--- config.mk ---
export PLATFORM = sky130hd
export DESIGN_NAME = lab2_sweep_flat
export DESIGN_NICKNAME = d
export VERILOG_FILES = /design/src/rtl/lab2_sweep_if.sv /design/src/rtl/lab2_sweep.sv /design/src/flat_wrapper.sv
export SDC_FILE = /design/constraint.sdc
export NUM_CORES = 1
export LEC_CHECK = 0
export ABC_AREA = 1
export CORE_UTILIZATION = 55
export CTS_BUF_LIST = sky130_fd_sc_hd__clkbuf_16
export CTS_CLUSTER_SIZE = 24
export DETAILED_ROUTE_END_ITERATION = 8
export PLACE_DENSITY = 0.86
export SLEW_MARGIN = 10
export SYNTH_ARGS = -nofsm -noshare
export SYNTH_HDL_FRONTEND = slang
export SYNTH_SLANG_ARGS = --single-unit
--- constraint.sdc ---
create_clock -name clk -period 3.17 [get_ports clk]
set_input_delay 0.317 -clock clk [delete_from_list [all_inputs] [get_ports clk]]
set_output_delay 0.317 -clock clk [all_outputs]
set_load 0.01 [all_outputs]
--- src/rtl/lab2_sweep_if.sv ---
`default_nettype none
// ============================================================================
// Module      : lab2_sweep_if
// Description : Control, feedback and result bundle of the truth-table sweeper.
// Revision    : 1.0 - initial release
// ============================================================================
interface lab2_sweep_if;
    logic       start;
    logic       abort;
    logic       X_in;
    logic       Y_in;
    logic       A;
    logic       B;
    logic       C;
    logic       busy;
    logic       done;
    logic       pass;
    logic [3:0] fail_cnt;
    logic [2:0] first_fail;
    logic [7:0] x_log;
    logic [7:0] y_log;

    // master: the sweeper itself; slave: whoever requests sweeps and closes the loop
    modport master (
        input  start, abort, X_in, Y_in,
        output A, B, C, busy, done, pass, fail_cnt, first_fail, x_log, y_log
    );
    modport slave (
        output start, abort, X_in, Y_in,
        input  A, B, C, busy, done, pass, fail_cnt, first_fail, x_log, y_log
    );
endinterface
`default_nettype wire

--- src/rtl/lab2_sweep.sv ---
`default_nettype none
// ============================================================================
// Module      : lab2_sweep
// Description : Walks {A,B,C} through 0..7, samples X/Y back after a settle
//               time and checks them against expected truth tables.
// Revision    : 1.0 - initial release
// ============================================================================
module lab2_sweep #(
    parameter int         SETTLE = 2,
    parameter logic [7:0] EXP_X  = 8'h49,
    parameter logic [7:0] EXP_Y  = 8'hC6
) (
    input  logic         clk,
    input  logic         rst_n,
    lab2_sweep_if.master bus
);

    localparam logic [1:0] c_ST_IDLE     = 2'd0;
    localparam logic [1:0] c_ST_DRIVE    = 2'd1;
    localparam logic [1:0] c_ST_SAMPLE   = 2'd2;
    localparam logic [1:0] c_ST_DONE     = 2'd3;
    localparam logic [3:0] c_SETTLE_LAST = 4'(SETTLE - 1);
    localparam logic [3:0] c_FAIL_MAX    = 4'd8;

    logic [1:0] r_state;
    logic [2:0] r_idx;
    logic [3:0] r_settle;
    logic [2:0] r_abc;
    logic       r_busy;
    logic       r_done;
    logic       r_pass;
    logic [3:0] r_fail_cnt;
    logic [2:0] r_first_fail;
    logic [7:0] r_x_log;
    logic [7:0] r_y_log;

    logic       w_mismatch;
    logic [3:0] w_fail_cnt_nxt;

    assign w_mismatch = (bus.X_in != EXP_X[r_idx]) || (bus.Y_in != EXP_Y[r_idx]);

    always_comb begin
        w_fail_cnt_nxt = r_fail_cnt;
        if (w_mismatch && (r_fail_cnt != c_FAIL_MAX)) begin
            w_fail_cnt_nxt = r_fail_cnt + 4'd1;
        end
    end

    always_ff @(posedge clk or negedge rst_n) begin
        if (!rst_n) begin
            r_state      <= c_ST_IDLE;
            r_idx        <= 3'd0;
            r_settle     <= 4'd0;
            r_abc        <= 3'd0;
            r_busy       <= 1'b0;
            r_done       <= 1'b0;
            r_pass       <= 1'b0;
            r_fail_cnt   <= 4'd0;
            r_first_fail <= 3'd0;
            r_x_log      <= 8'd0;
            r_y_log      <= 8'd0;
        end else if (bus.abort) begin
            // Results gathered so far stay visible after a cancel
            r_state  <= c_ST_IDLE;
            r_settle <= 4'd0;
            r_abc    <= 3'd0;
            r_busy   <= 1'b0;
            r_done   <= 1'b0;
            r_pass   <= 1'b0;
        end else begin
            case (r_state)
                c_ST_IDLE, c_ST_DONE: begin
                    if (bus.start) begin
                        r_state      <= c_ST_DRIVE;
                        r_idx        <= 3'd0;
                        r_settle     <= 4'd0;
                        r_abc        <= 3'd0;
                        r_busy       <= 1'b1;
                        r_done       <= 1'b0;
                        r_pass       <= 1'b0;
                        r_fail_cnt   <= 4'd0;
                        r_first_fail <= 3'd0;
                        r_x_log      <= 8'd0;
                        r_y_log      <= 8'd0;
                    end
                end
                c_ST_DRIVE: begin
                    r_settle <= r_settle + 4'd1;
                    if (r_settle == c_SETTLE_LAST) begin
                        r_state <= c_ST_SAMPLE;
                    end
                end
                c_ST_SAMPLE: begin
                    r_x_log[r_idx] <= bus.X_in;
                    r_y_log[r_idx] <= bus.Y_in;
                    r_fail_cnt     <= w_fail_cnt_nxt;
                    if (w_mismatch && (r_fail_cnt == 4'd0)) begin
                        r_first_fail <= r_idx;
                    end
                    if (r_idx == 3'd7) begin
                        r_state <= c_ST_DONE;
                        r_abc   <= 3'd0;
                        r_busy  <= 1'b0;
                        r_done  <= 1'b1;
                        r_pass  <= (w_fail_cnt_nxt == 4'd0);
                    end else begin
                        r_state  <= c_ST_DRIVE;
                        r_idx    <= r_idx + 3'd1;
                        r_abc    <= r_idx + 3'd1;
                        r_settle <= 4'd0;
                    end
                end
                default: begin
                    r_state <= c_ST_IDLE;
                end
            endcase
        end
    end

    assign bus.A          = r_abc[2];
    assign bus.B          = r_abc[1];
    assign bus.C          = r_abc[0];
    assign bus.busy       = r_busy;
    assign bus.done       = r_done;
    assign bus.pass       = r_pass;
    assign bus.fail_cnt   = r_fail_cnt;
    assign bus.first_fail = r_first_fail;
    assign bus.x_log      = r_x_log;
    assign bus.y_log      = r_y_log;

endmodule
`default_nettype wire

--- src/flat_wrapper.sv ---
// flat-port wrapper written by rule: the top's interface ports become plain ports
module lab2_sweep_flat 
#(
    parameter int         SETTLE = 2,
    parameter logic [7:0] EXP_X  = 8'h49,
    parameter logic [7:0] EXP_Y  = 8'hC6
)
  (clk, rst_n, bus_start, bus_abort, bus_X_in, bus_Y_in, bus_A, bus_B, bus_C, bus_busy, bus_done, bus_pass, bus_fail_cnt, bus_first_fail, bus_x_log, bus_y_log);
  lab2_sweep_if bus_i ();
  input  logic clk;
  input  logic rst_n;
  input wire logic [$bits(bus_i.start)-1:0] bus_start;
  input wire logic [$bits(bus_i.abort)-1:0] bus_abort;
  input wire logic [$bits(bus_i.X_in)-1:0] bus_X_in;
  input wire logic [$bits(bus_i.Y_in)-1:0] bus_Y_in;
  output wire logic [$bits(bus_i.A)-1:0] bus_A;
  output wire logic [$bits(bus_i.B)-1:0] bus_B;
  output wire logic [$bits(bus_i.C)-1:0] bus_C;
  output wire logic [$bits(bus_i.busy)-1:0] bus_busy;
  output wire logic [$bits(bus_i.done)-1:0] bus_done;
  output wire logic [$bits(bus_i.pass)-1:0] bus_pass;
  output wire logic [$bits(bus_i.fail_cnt)-1:0] bus_fail_cnt;
  output wire logic [$bits(bus_i.first_fail)-1:0] bus_first_fail;
  output wire logic [$bits(bus_i.x_log)-1:0] bus_x_log;
  output wire logic [$bits(bus_i.y_log)-1:0] bus_y_log;
  assign bus_i.start = bus_start;
  assign bus_i.abort = bus_abort;
  assign bus_i.X_in = bus_X_in;
  assign bus_i.Y_in = bus_Y_in;
  assign bus_A = bus_i.A;
  assign bus_B = bus_i.B;
  assign bus_C = bus_i.C;
  assign bus_busy = bus_i.busy;
  assign bus_done = bus_i.done;
  assign bus_pass = bus_i.pass;
  assign bus_fail_cnt = bus_i.fail_cnt;
  assign bus_first_fail = bus_i.first_fail;
  assign bus_x_log = bus_i.x_log;
  assign bus_y_log = bus_i.y_log;
  lab2_sweep #(.SETTLE(SETTLE), .EXP_X(EXP_X), .EXP_Y(EXP_Y)) u_core (.clk(clk), .rst_n(rst_n), .bus(bus_i));
endmodule
==> impl_metrics.env, run 1 <==
export IMPL_synthesis_nets=250
export IMPL_io_pins=35
export IMPL_antenna_cells=0
export IMPL_drc=0
export IMPL_synth_mux_area_share_pct=0
export IMPL_crit_fanout=8
export IMPL_p_leak_nw=1.19
export IMPL_track_usage_pct=27.6
export IMPL_synth_adder_area_share_pct=6.28
export IMPL_r2r_start="u_core.r_state[0]$_DFFE_PN0P_"
export IMPL_floorplan_rows=21
export IMPL_start_util_pct=58.4
export IMPL_crit_type="flip-flop to flip-flop"
export IMPL_cts_buffer_depth=2
export IMPL_synth_compound_area_share_pct=12.3
export IMPL_syn_avg_cell_area_um2=8.52
export IMPL_worst_hold_slack_ns=0.455
export IMPL_dpl_hpwl_um=3240
export IMPL_fin_skew_ns=0.00973
export IMPL_cts_setup_buffers=0
export IMPL_status="completed"
export IMPL_grt_pass1_vias=1814
export IMPL_multi_input_area_um2=887
export IMPL_synth_edf_count=0
export IMPL_peakVddDrop_mv=0.405
export IMPL_syn_area_mm2=0.00199
export IMPL_synth_top_family_by_area="simple AND/OR/NAND/NOR gates"
export IMPL_yosys_warnings=0
export IMPL_netlist_area_leader_share_pct=47.7
export IMPL_seqCellArea_um2=951
export IMPL_drive_gt1_share_pct=10.1
export IMPL_coreArea_mm2=0.00342
export IMPL_numClockSinks=38
export IMPL_cts_tree="yes"
export IMPL_ant_nets=0
export IMPL_setup_viol=0
export IMPL_synth_area_top_cells="dfrtp_1 (48%), nand2_1 (9.0%), inv_1 (6.8%)"
export IMPL_antenna_found_initial=0
export IMPL_ys_dominant_reg_cell="dfrtp_1"
export IMPL_grt_pass1_wl_um=8250
export IMPL_max_slew_margin_pct=68.2
export IMPL_via_per_inst=5.51
export IMPL_startpoint="u_core.r_state[0]$_DFFE_PN0P_"
export IMPL_htreeDepth=2
export IMPL_critPathRequiredTime_ns=3.37
export IMPL_grt_start_max_net_pins=39
export IMPL_vias=1773
export IMPL_seq_area_frac_synth_pct=47.7
export IMPL_synth_xor_area_share_pct=1.32
export IMPL_finalCritPeriodShare_pct=63.9
export IMPL_hold_viol=0
export IMPL_grt_ovfl_total=0
export IMPL_cts_hold_buf=0
export IMPL_synthArstFlopShare_pct=100
export IMPL_synthCells=234
export IMPL_fmax_mhz=494
export IMPL_cp_start_kind="flip-flop"
export IMPL_yosys_area_share_simple_pct=24.6
export IMPL_synth_cell_types=31
export IMPL_yosys_area_top_type="dfrtp_1"
export IMPL_drt_wl_total_um=4690
export IMPL_dr_pass1_iters=5
export IMPL_end_kind="flip-flop"
export IMPL_drtIter0Drc=123
export IMPL_drv_slew=0
export IMPL_fin_setup_tns_ns=0
export IMPL_ys_top_cells_by_count="nand2_1 (48), dfrtp_1 (38), inv_1 (36)"
export IMPL_hold_path_class="input pin to async pin"
export IMPL_rsz0062_at_grt="no"
export IMPL_synth_seq_cells=38
export IMPL_port_buffers=34
export IMPL_area_delta_synth_final_pct=28.4
export IMPL_finalPower_w=0.00152
export IMPL_cts_buffers=5
export IMPL_nets=291
export IMPL_dieHeight_um=62.2
export IMPL_cap_violations=0
export IMPL_die_area_mm2=0.00387
export IMPL_powerDensity_mw_per_mm2=594
export IMPL_clk_latency_ns=0.29
export IMPL_cts_resized=0
export IMPL_clkTransAtPathRegs_ns=0.06
export IMPL_cts_root_buf="clkbuf_16"
export IMPL_gp_congestion=0.876
export IMPL_final_min_clock_period_ns=2.03
export IMPL_wl_per_cell_um=14.6
export IMPL_tightest_slew_ns=0.477
export IMPL_fill_cells=246
export IMPL_yosys_cell_count_top_type="nand2_1"
export IMPL_die_w_um=62.2
export IMPL_worst_ep_arrival_time_ns=2.22
## registers in the layout, indices dropped and copies added, names as in the netlist
| name | flops |
|---|---|
| u_core.bus.x_log | 8 |
| u_core.bus.first_fail | 3 |
| u_core.bus.y_log | 8 |
| u_core.bus.busy | 1 |
| u_core.bus.fail_cnt | 4 |
| u_core.r_idx | 3 |
| u_core.r_settle | 4 |
| u_core.bus.pass | 1 |
| u_core.r_abc | 3 |
| u_core.bus.done | 1 |
| u_core.r_state | 2 |
## per-layer routing
metal	global-route usage [%]	vias up	share of wire [%]
li1	-	848	-
met1	34.7	839	42
met2	45.7	72	50
met3	3.86	14	4.8
met4	15.4	0	3.1
met5	0	-	0
## report_power, final
part | internal [W] | switching (W) | leakage [nW] | total, W
logic | 0.000136 | 0.000272 | 0.583 | 0.000408
registers | 0.000516 | 0.0000340 | 0.528 | 0.000550
clock network | 0.000368 | 0.000196 | 0.0812 | 0.000564
## worst paths after layout
kind	endpoint	slack, ns	cells after the start
setup / recovery	u_core.bus.x_log[5]$_DFFE_PN0P_	1.14	9
hold / removal	u_core.bus.y_log[1]$_DFFE_PN0P_	0.46	2
setup reg to reg	u_core.bus.x_log[5]$_DFFE_PN0P_	1.14	9
hold reg to reg	u_core.bus.busy$_DFFE_PN0P_	0.47	2
max in group asynchronous	u_core.bus.y_log[4]$_DFFE_PN0P_	2.38	2
min in group clk	u_core.bus.busy$_DFFE_PN0P_	0.47	2
## cells in the final DEF (no fill, tap or decap), drive strengths merged, types with 5 or more instances in the layout
| master | netlist | final |
|---|---|---|
| a21oi | 7 | 7 |
| clkbuf | 0 | 5 |
| clkdlybuf4s50 | 0 | 34 |
| dfrtp | 38 | 38 |
| ha | 10 | 10 |
| inv | 40 | 41 |
| nand2 | 54 | 54 |
| nand3 | 21 | 21 |
| nor2 | 14 | 14 |
| o21ai | 24 | 24 |
| o22ai | 8 | 8 |
## through the flow
step / area (µm²) / setup slack (ns) / util (%) / instances
2_1_floorplan: 1990 / 1.51 / - / 234
3_3_place_gp: 2390 / 1.22 / 70.1 / 314
3_5_place_dp: 2390 / 1.16 / 70.1 / 314
4_1_cts: 2560 / 1.15 / 74.9 / 322
5_1_grt: 2560 / 0.950 / 74.9 / 322
6_report: 2560 / 1.14 / 74.9 / 322
## worst max-delay path: stages, from the launching register on
cell and delay, ns:
dfrtp_1 0.40, inv_1 0.06, ha_1 0.35, inv_2 0.10
nor2_4 0.04, nor3_4 0.27, inv_2 0.16, nor2_4 0.20
nand2_2 0.16, o21ai_0 0.19
## logic make-up after synthesis
| logic type | count (synthesis) |
|---|---|
| adder cells (fa/ha/maj) | 10 |
| flip-flops | 38 |
| XOR/XNOR | 3 |
| buffers and inverters | 41 |
| AND/OR/NAND/NOR | 98 |
| AO/OA/AOI/OAI | 44 |
## cell type report
cell class,count,share of cell area [%]
multi-input combinational,155,34.7
clock buffer,5,4.89
inverter,40,5.87
tap,46,2.25
sequential,38,37.1
timing repair buffer,35,13.6
clock inverter,3,1.61
No activity file was read; power rests on OpenSTA's default activity.
==> inputs of run 2 (changes only) <==
--- a/config.mk
+++ b/config.mk
@@ -6,11 +6,11 @@
 export NUM_CORES = 1
 export LEC_CHECK = 0
 export ABC_AREA = 1
-export CORE_UTILIZATION = 55
+export CORE_UTILIZATION = 52
 export CTS_BUF_LIST = sky130_fd_sc_hd__clkbuf_16
 export CTS_CLUSTER_SIZE = 24
 export DETAILED_ROUTE_END_ITERATION = 8
-export PLACE_DENSITY = 0.86
+export PLACE_DENSITY = 0.82
 export SLEW_MARGIN = 10
 export SYNTH_ARGS = -nofsm -noshare
 export SYNTH_HDL_FRONTEND = slang
==> constraint.sdc (replaced) <==
create_clock -name clk -period 1.9 [get_ports clk]
set_input_delay 0.19 -clock clk [delete_from_list [all_inputs] [get_ports clk]]
set_output_delay 0.19 -clock clk [all_outputs]
set_load 0.01 [all_outputs]
==> run 2 against run 1 <==
Via count shrank 2.3%. Wire length down 12%. Clock skew shrank 0.0048 ns. Hold slack got worse by 0.12 ns. Sequential power increased by 64%. Critical path depth is the same. Cell count grew 2.8%. Register-to-register slack got worse by 0.98 ns. Maximum frequency grew 17%. First-iteration DRC count is 38% lower. Design area grew 1.0%.
==> impl_metrics.env, run 2 (same netlist as run 1, synthesis figures left out) <==
export IMPL_drc=0
export IMPL_drt_wl_total_um=4130
export IMPL_htreeDepth=2
export IMPL_clkTransAtPathRegs_ns=0.06
export IMPL_tightest_slew_ns=0.476
export IMPL_peakVddDrop_mv=0.749
export IMPL_cts_buffers=5
export IMPL_cap_violations=0
export IMPL_dieHeight_um=63.9
export IMPL_critPathRequiredTime_ns=2.08
export IMPL_grt_start_max_net_pins=39
export IMPL_fin_setup_tns_ns=0
export IMPL_drive_gt1_share_pct=12.4
export IMPL_antenna_found_initial=0
export IMPL_start_util_pct=54.4
export IMPL_place_inst=321
export IMPL_gp_congestion=0.860
export IMPL_grt_pass1_vias=1654
export IMPL_r2r_cells=9
export IMPL_hold_viol=0
export IMPL_combPwrFrac_pct=30.4
export IMPL_worst_ep_arrival_time_ns=1.92
export IMPL_grt_ovfl_total=0
export IMPL_p_sw_w=0.000789
export IMPL_track_usage_pct=22.9
export IMPL_coreArea_mm2=0.00366
export IMPL_power_internal_w=0.00161
export IMPL_wl_per_cell_um=12.5
export IMPL_area_delta_synth_final_pct=29.8
export IMPL_startpoint="u_core.r_state[0]$_DFFE_PN0P_"
export IMPL_finalCoreUtilization_pct=70.6
export IMPL_final_cells=331
export IMPL_max_slew_margin_pct=68.3
export IMPL_crit_type="flip-flop to flip-flop"
export IMPL_fill_cells=285
export IMPL_drtIter0Drc=76
export IMPL_vias=1732
export IMPL_hold_path_class="input pin to async pin"
export IMPL_cts_root_buf="clkbuf_16"
export IMPL_power_frac_seq_pct=37.6
export IMPL_finalPower_w=0.00240
export IMPL_io_pins=35
export IMPL_p_leak_nw=1.22
export IMPL_switching_share_pct=32.9
export IMPL_numClockSinks=38
export IMPL_powerDensity_mw_per_mm2=928
export IMPL_clock_power_share_pct=32.0
export IMPL_via_per_inst=5.23
export IMPL_layout_common_cells="nand2_1 (48), dfrtp_1 (38), inv_1 (36)"
export IMPL_fmax_mhz=578
export IMPL_nets=298
export IMPL_status="completed"
export IMPL_final_min_clock_period_ns=1.73
export IMPL_floorplan_rows=22
export IMPL_dr_pass1_iters=5
export IMPL_antenna_cells=0
export IMPL_worst_hold_slack_ns=0.336
export IMPL_setup_viol=0
export IMPL_rsz0062_at_grt="yes"
export IMPL_mostFrequentLayoutCell="nand2_1"
export IMPL_fin_skew_ns=0.00494
export IMPL_endpoint="u_core.bus.x_log[5]$_DFFE_PN0P_"
export IMPL_dpl_hpwl_um=3080
export IMPL_clk_latency_ns=0.28
export IMPL_die_area_mm2=0.00408
export IMPL_cp_start_kind="flip-flop"
export IMPL_cts_buffer_depth=2
export IMPL_finalCritPeriodShare_pct=91.1
export IMPL_port_buffers=34
export IMPL_r2r_start="u_core.r_state[0]$_DFFE_PN0P_"
export IMPL_grt_pass1_wl_um=7180
export IMPL_crit_fanout=8
export IMPL_ant_nets=0
export IMPL_rrSetupSlack_ns=0.17
export IMPL_end_kind="flip-flop"
export IMPL_cts_tree="yes"
export IMPL_r2r_end="u_core.bus.x_log[5]$_DFFE_PN0P_"
export IMPL_die_w_um=63.9
export IMPL_drv_slew=0
-- run 2: cell count changes in the layout (fill, tap and decap cells not counted), sizes merged --
cell	previous run	this run
bufinv	1	0
clkinvlp	1	0
clkinv	0	2
buf	1	8
-- run 2: layer usage --
layer	part of all wire, %	track usage, %
met2	49	38.2
met5	0	0
met1	46	29.8
met3	3.6	5.54
met4	0.75	5.68
-- run 2: worst max-delay path, cell delays in order (launching register included) --
cell,delay (ns)
dfrtp_1,0.34
inv_1,0.04
ha_1,0.33
inv_2,0.09
nor2_4,0.04
nor3_4,0.14
inv_2,0.12
nor2_4,0.18
nand2_2,0.15
o21ai_0,0.21
-- run 2: worst min path at each step --
stage | end | slack (ns)
floorplan | u_core.bus.busy$_DFFE_PN0P_ | -0.11
global placement | u_core.bus.busy$_DFFE_PN0P_ | 0.47
detailed placement | u_core.bus.busy$_DFFE_PN0P_ | 0.47
CTS | u_core.r_abc[1]$_DFFE_PN0P_ | 0.36
global route | u_core.bus.x_log[3]$_DFFE_PN0P_ | 0.39
finish | u_core.bus.x_log[3]$_DFFE_PN0P_ | 0.34
-- run 2: through the flow --
stage | setup slack, ns | instance area, µm²
finish | 0.169 | 2590
global route | -0.00730 | 2590
CTS | 0.0367 | 2570
detailed placement | 0.0507 | 2430
global placement | 0.0839 | 2430
floorplan | 0.237 | 1990
-- run 2: layout make-up --
cell class                 instances  area, µm²  share of cell area [%]
clock buffer                       5        125                    4.84
multi-input combinational        155        887                    34.3
inverter                          40        150                    5.81
timing repair buffer              42        400                    15.5
sequential                        38        951                    36.8
tap                               48       60.1                    2.32
clock inverter                     3       12.5                   0.484
-- run 2: what timing repair did --
action,in CTS,in global routing
endpoints found under the setup margin,0,13
hold buffers,0,0
resized for setup,0,2
hold endpoints to repair,0,0
buffers inserted,0,2
-- run 2: power by group through the flow --
stage | Sequential [W] | Clock, W | Combinational [W]
finish | 0.000903 | 0.000768 | 0.000729
global route | 0.000914 | 0.000815 | 0.000822
CTS | 0.000910 | 0.000781 | 0.000702
detailed placement | 0.000923 | 0 | 0.000696
global placement | 0.000920 | 0 | 0.000682
floorplan | 0.000928 | 0 | 0.000466
==> inputs of run 3 (changes only) <==
--- a/config.mk
+++ b/config.mk
@@ -6,11 +6,11 @@
 export NUM_CORES = 1
 export LEC_CHECK = 0
 export ABC_AREA = 1
-export CORE_UTILIZATION = 52
+export CORE_UTILIZATION = 50
 export CTS_BUF_LIST = sky130_fd_sc_hd__clkbuf_16
 export CTS_CLUSTER_SIZE = 24
 export DETAILED_ROUTE_END_ITERATION = 8
-export PLACE_DENSITY = 0.82
+export PLACE_DENSITY = 0.79
 export SLEW_MARGIN = 10
 export SYNTH_ARGS = -nofsm -noshare
 export SYNTH_HDL_FRONTEND = slang
==> run 3 against run 2 <==
Critical path depth increased by 1. Sequential power barely moved. Hold slack got worse by 0.0022 ns. Die area up 3.9%. Critical endpoint is now u_core.r_settle[3]$_DFFE_PN0P_. Via count shrank 0.64%. Power up 0.79%. Critical path type unchanged. Register-to-register slack got worse by 0.03 ns. Non-clock buffer count increased by 1.
==> impl_metrics.env, run 3 (same netlist as run 1, synthesis figures left out) <==
export IMPL_drc=0
export IMPL_finalPower_w=0.00242
export IMPL_setup_viol=0
export IMPL_drtIter0Drc=148
export IMPL_wl_per_cell_um=12.8
export IMPL_area_delta_synth_final_pct=30.5
export IMPL_antenna_cells=0
export IMPL_gp_congestion=0.842
export IMPL_end_kind="flip-flop"
export IMPL_cap_violations=0
export IMPL_die_area_mm2=0.00424
export IMPL_hold_viol=0
export IMPL_mostFrequentLayoutCell="nand2_1"
export IMPL_nets=299
export IMPL_max_slew_margin_pct=68.6
export IMPL_grt_pass1_vias=1664
export IMPL_finalCoreUtilization_pct=69.5
export IMPL_cp_start_kind="flip-flop"
export IMPL_worst_ep_arrival_time_ns=1.96
export IMPL_coreArea_mm2=0.00374
export IMPL_htreeDepth=2
export IMPL_drv_slew=0
export IMPL_fill_cells=308
export IMPL_die_w_um=65.1
export IMPL_cts_buffer_depth=2
export IMPL_clk_latency_ns=0.28
export IMPL_track_usage_pct=22.7
export IMPL_p_leak_nw=1.22
export IMPL_layout_common_cells="nand2_1 (47), dfrtp_1 (37), inv_1 (35)"
export IMPL_crit_fanout=6
export IMPL_cts_tree="yes"
export IMPL_tightest_slew_ns=0.471
export IMPL_drt_wl_total_um=4250
export IMPL_grt_pass1_wl_um=7310
export IMPL_grt_start_max_net_pins=39
export IMPL_critPathRequiredTime_ns=2.10
export IMPL_final_min_clock_period_ns=1.76
export IMPL_dieHeight_um=65.1
export IMPL_vias=1721
export IMPL_grt_ovfl_total=0
export IMPL_dpl_hpwl_um=3080
export IMPL_powerDensity_mw_per_mm2=930
export IMPL_peakVddDrop_mv=0.660
export IMPL_crit_type="flip-flop to flip-flop"
export IMPL_clkTransAtPathRegs_ns=0.05
export IMPL_start_util_pct=53.2
export IMPL_floorplan_rows=22
export IMPL_drive_gt1_share_pct=14.1
export IMPL_status="completed"
export IMPL_numClockSinks=38
export IMPL_hold_path_class="input pin to async pin"
export IMPL_dr_pass1_iters=4
export IMPL_cts_hold_buf=0
export IMPL_cts_buffers=5
export IMPL_antenna_found_initial=0
export IMPL_fin_skew_ns=0.00626
export IMPL_cts_root_buf="clkbuf_16"
export IMPL_via_per_inst=5.18
export IMPL_finalCritPeriodShare_pct=92.4
export IMPL_io_pins=35
export IMPL_ant_nets=0
export IMPL_fmax_mhz=569
export IMPL_port_buffers=34
[run 3: critical path, stage by stage (launching register included)]
cell and delay, ns:
dfrtp_2 0.44, ha_1 0.20, ha_1 0.23, nand2_1 0.06, nor2_1 0.05, inv_1 0.13
nand2_2 0.10, inv_2 0.09, nand4_1 0.10, xor2_1 0.16, nor2_1 0.12
[run 3: cell type report]
cell class	count	area [µm²]	share of cell area, %
inverter	40	150	5.77
multi-input combinational	155	893	34.3
clock inverter	3	12.5	0.481
timing repair buffer	43	408	15.7
sequential	38	952	36.6
clock buffer	5	125	4.81
tap	48	60.1	2.31
[run 3: repair_timing]
action / CTS / global route
buffers inserted: 0 / 2
resized for setup: 0 / 6
setup endpoints to repair: 0 / 9
[run 3: layer usage]
layer,vias up,wire length (µm),track usage (%)
li1,864,-,-
met1,812,2040,30.0
met2,39,1960,36.2
met3,6,201,6.25
met4,0,46,7.34
met5,-,0,0
[run 3: power by group]
group | switching, W | leakage, nW | total [W] | internal [W]
sequential | 0.0000414 | 0.526 | 0.000903 | 0.000862
clock | 0.000299 | 0.0724 | 0.000772 | 0.000473
combinational | 0.000463 | 0.623 | 0.000744 | 0.000281
[run 3: worst paths after layout]
| check | slack [ns] | depth (start not counted) | end | startpoint |
|---|---|---|---|---|
| max | 0.14 | 10 | u_core.r_settle[3]$_DFFE_PN0P_ | u_core.r_idx[1]$_DFFE_PN0P_ |
| min | 0.33 | 2 | u_core.bus.y_log[0]$_DFFE_PN0P_ | rst_n |
| max reg2reg | 0.14 | 10 | u_core.r_settle[3]$_DFFE_PN0P_ | u_core.r_idx[1]$_DFFE_PN0P_ |
| min reg2reg | 0.48 | 2 | u_core.bus.busy$_DFFE_PN0P_ | u_core.bus.busy$_DFFE_PN0P_ |
| max in group asynchronous | 1.21 | 2 | u_core.r_idx[1]$_DFFE_PN0P_ | rst_n |
| min in group clk | 0.48 | 2 | u_core.bus.busy$_DFFE_PN0P_ | u_core.bus.busy$_DFFE_PN0P_ |
[run 3: through the flow]
step           TNS, ns  hold WS (ns)  instances  worst slack, ns  cell area (µm²)
2_1_floorplan        0        -0.106        234            0.237             1990
4_1_cts              0         0.362        330           0.0236             2580
6_report             0         0.334        332            0.144             2600
3_5_place_dp         0         0.468        322           0.0419             2440
3_3_place_gp         0         0.466        322           0.0719             2440
5_1_grt        -0.0207         0.386        332          -0.0104             2600
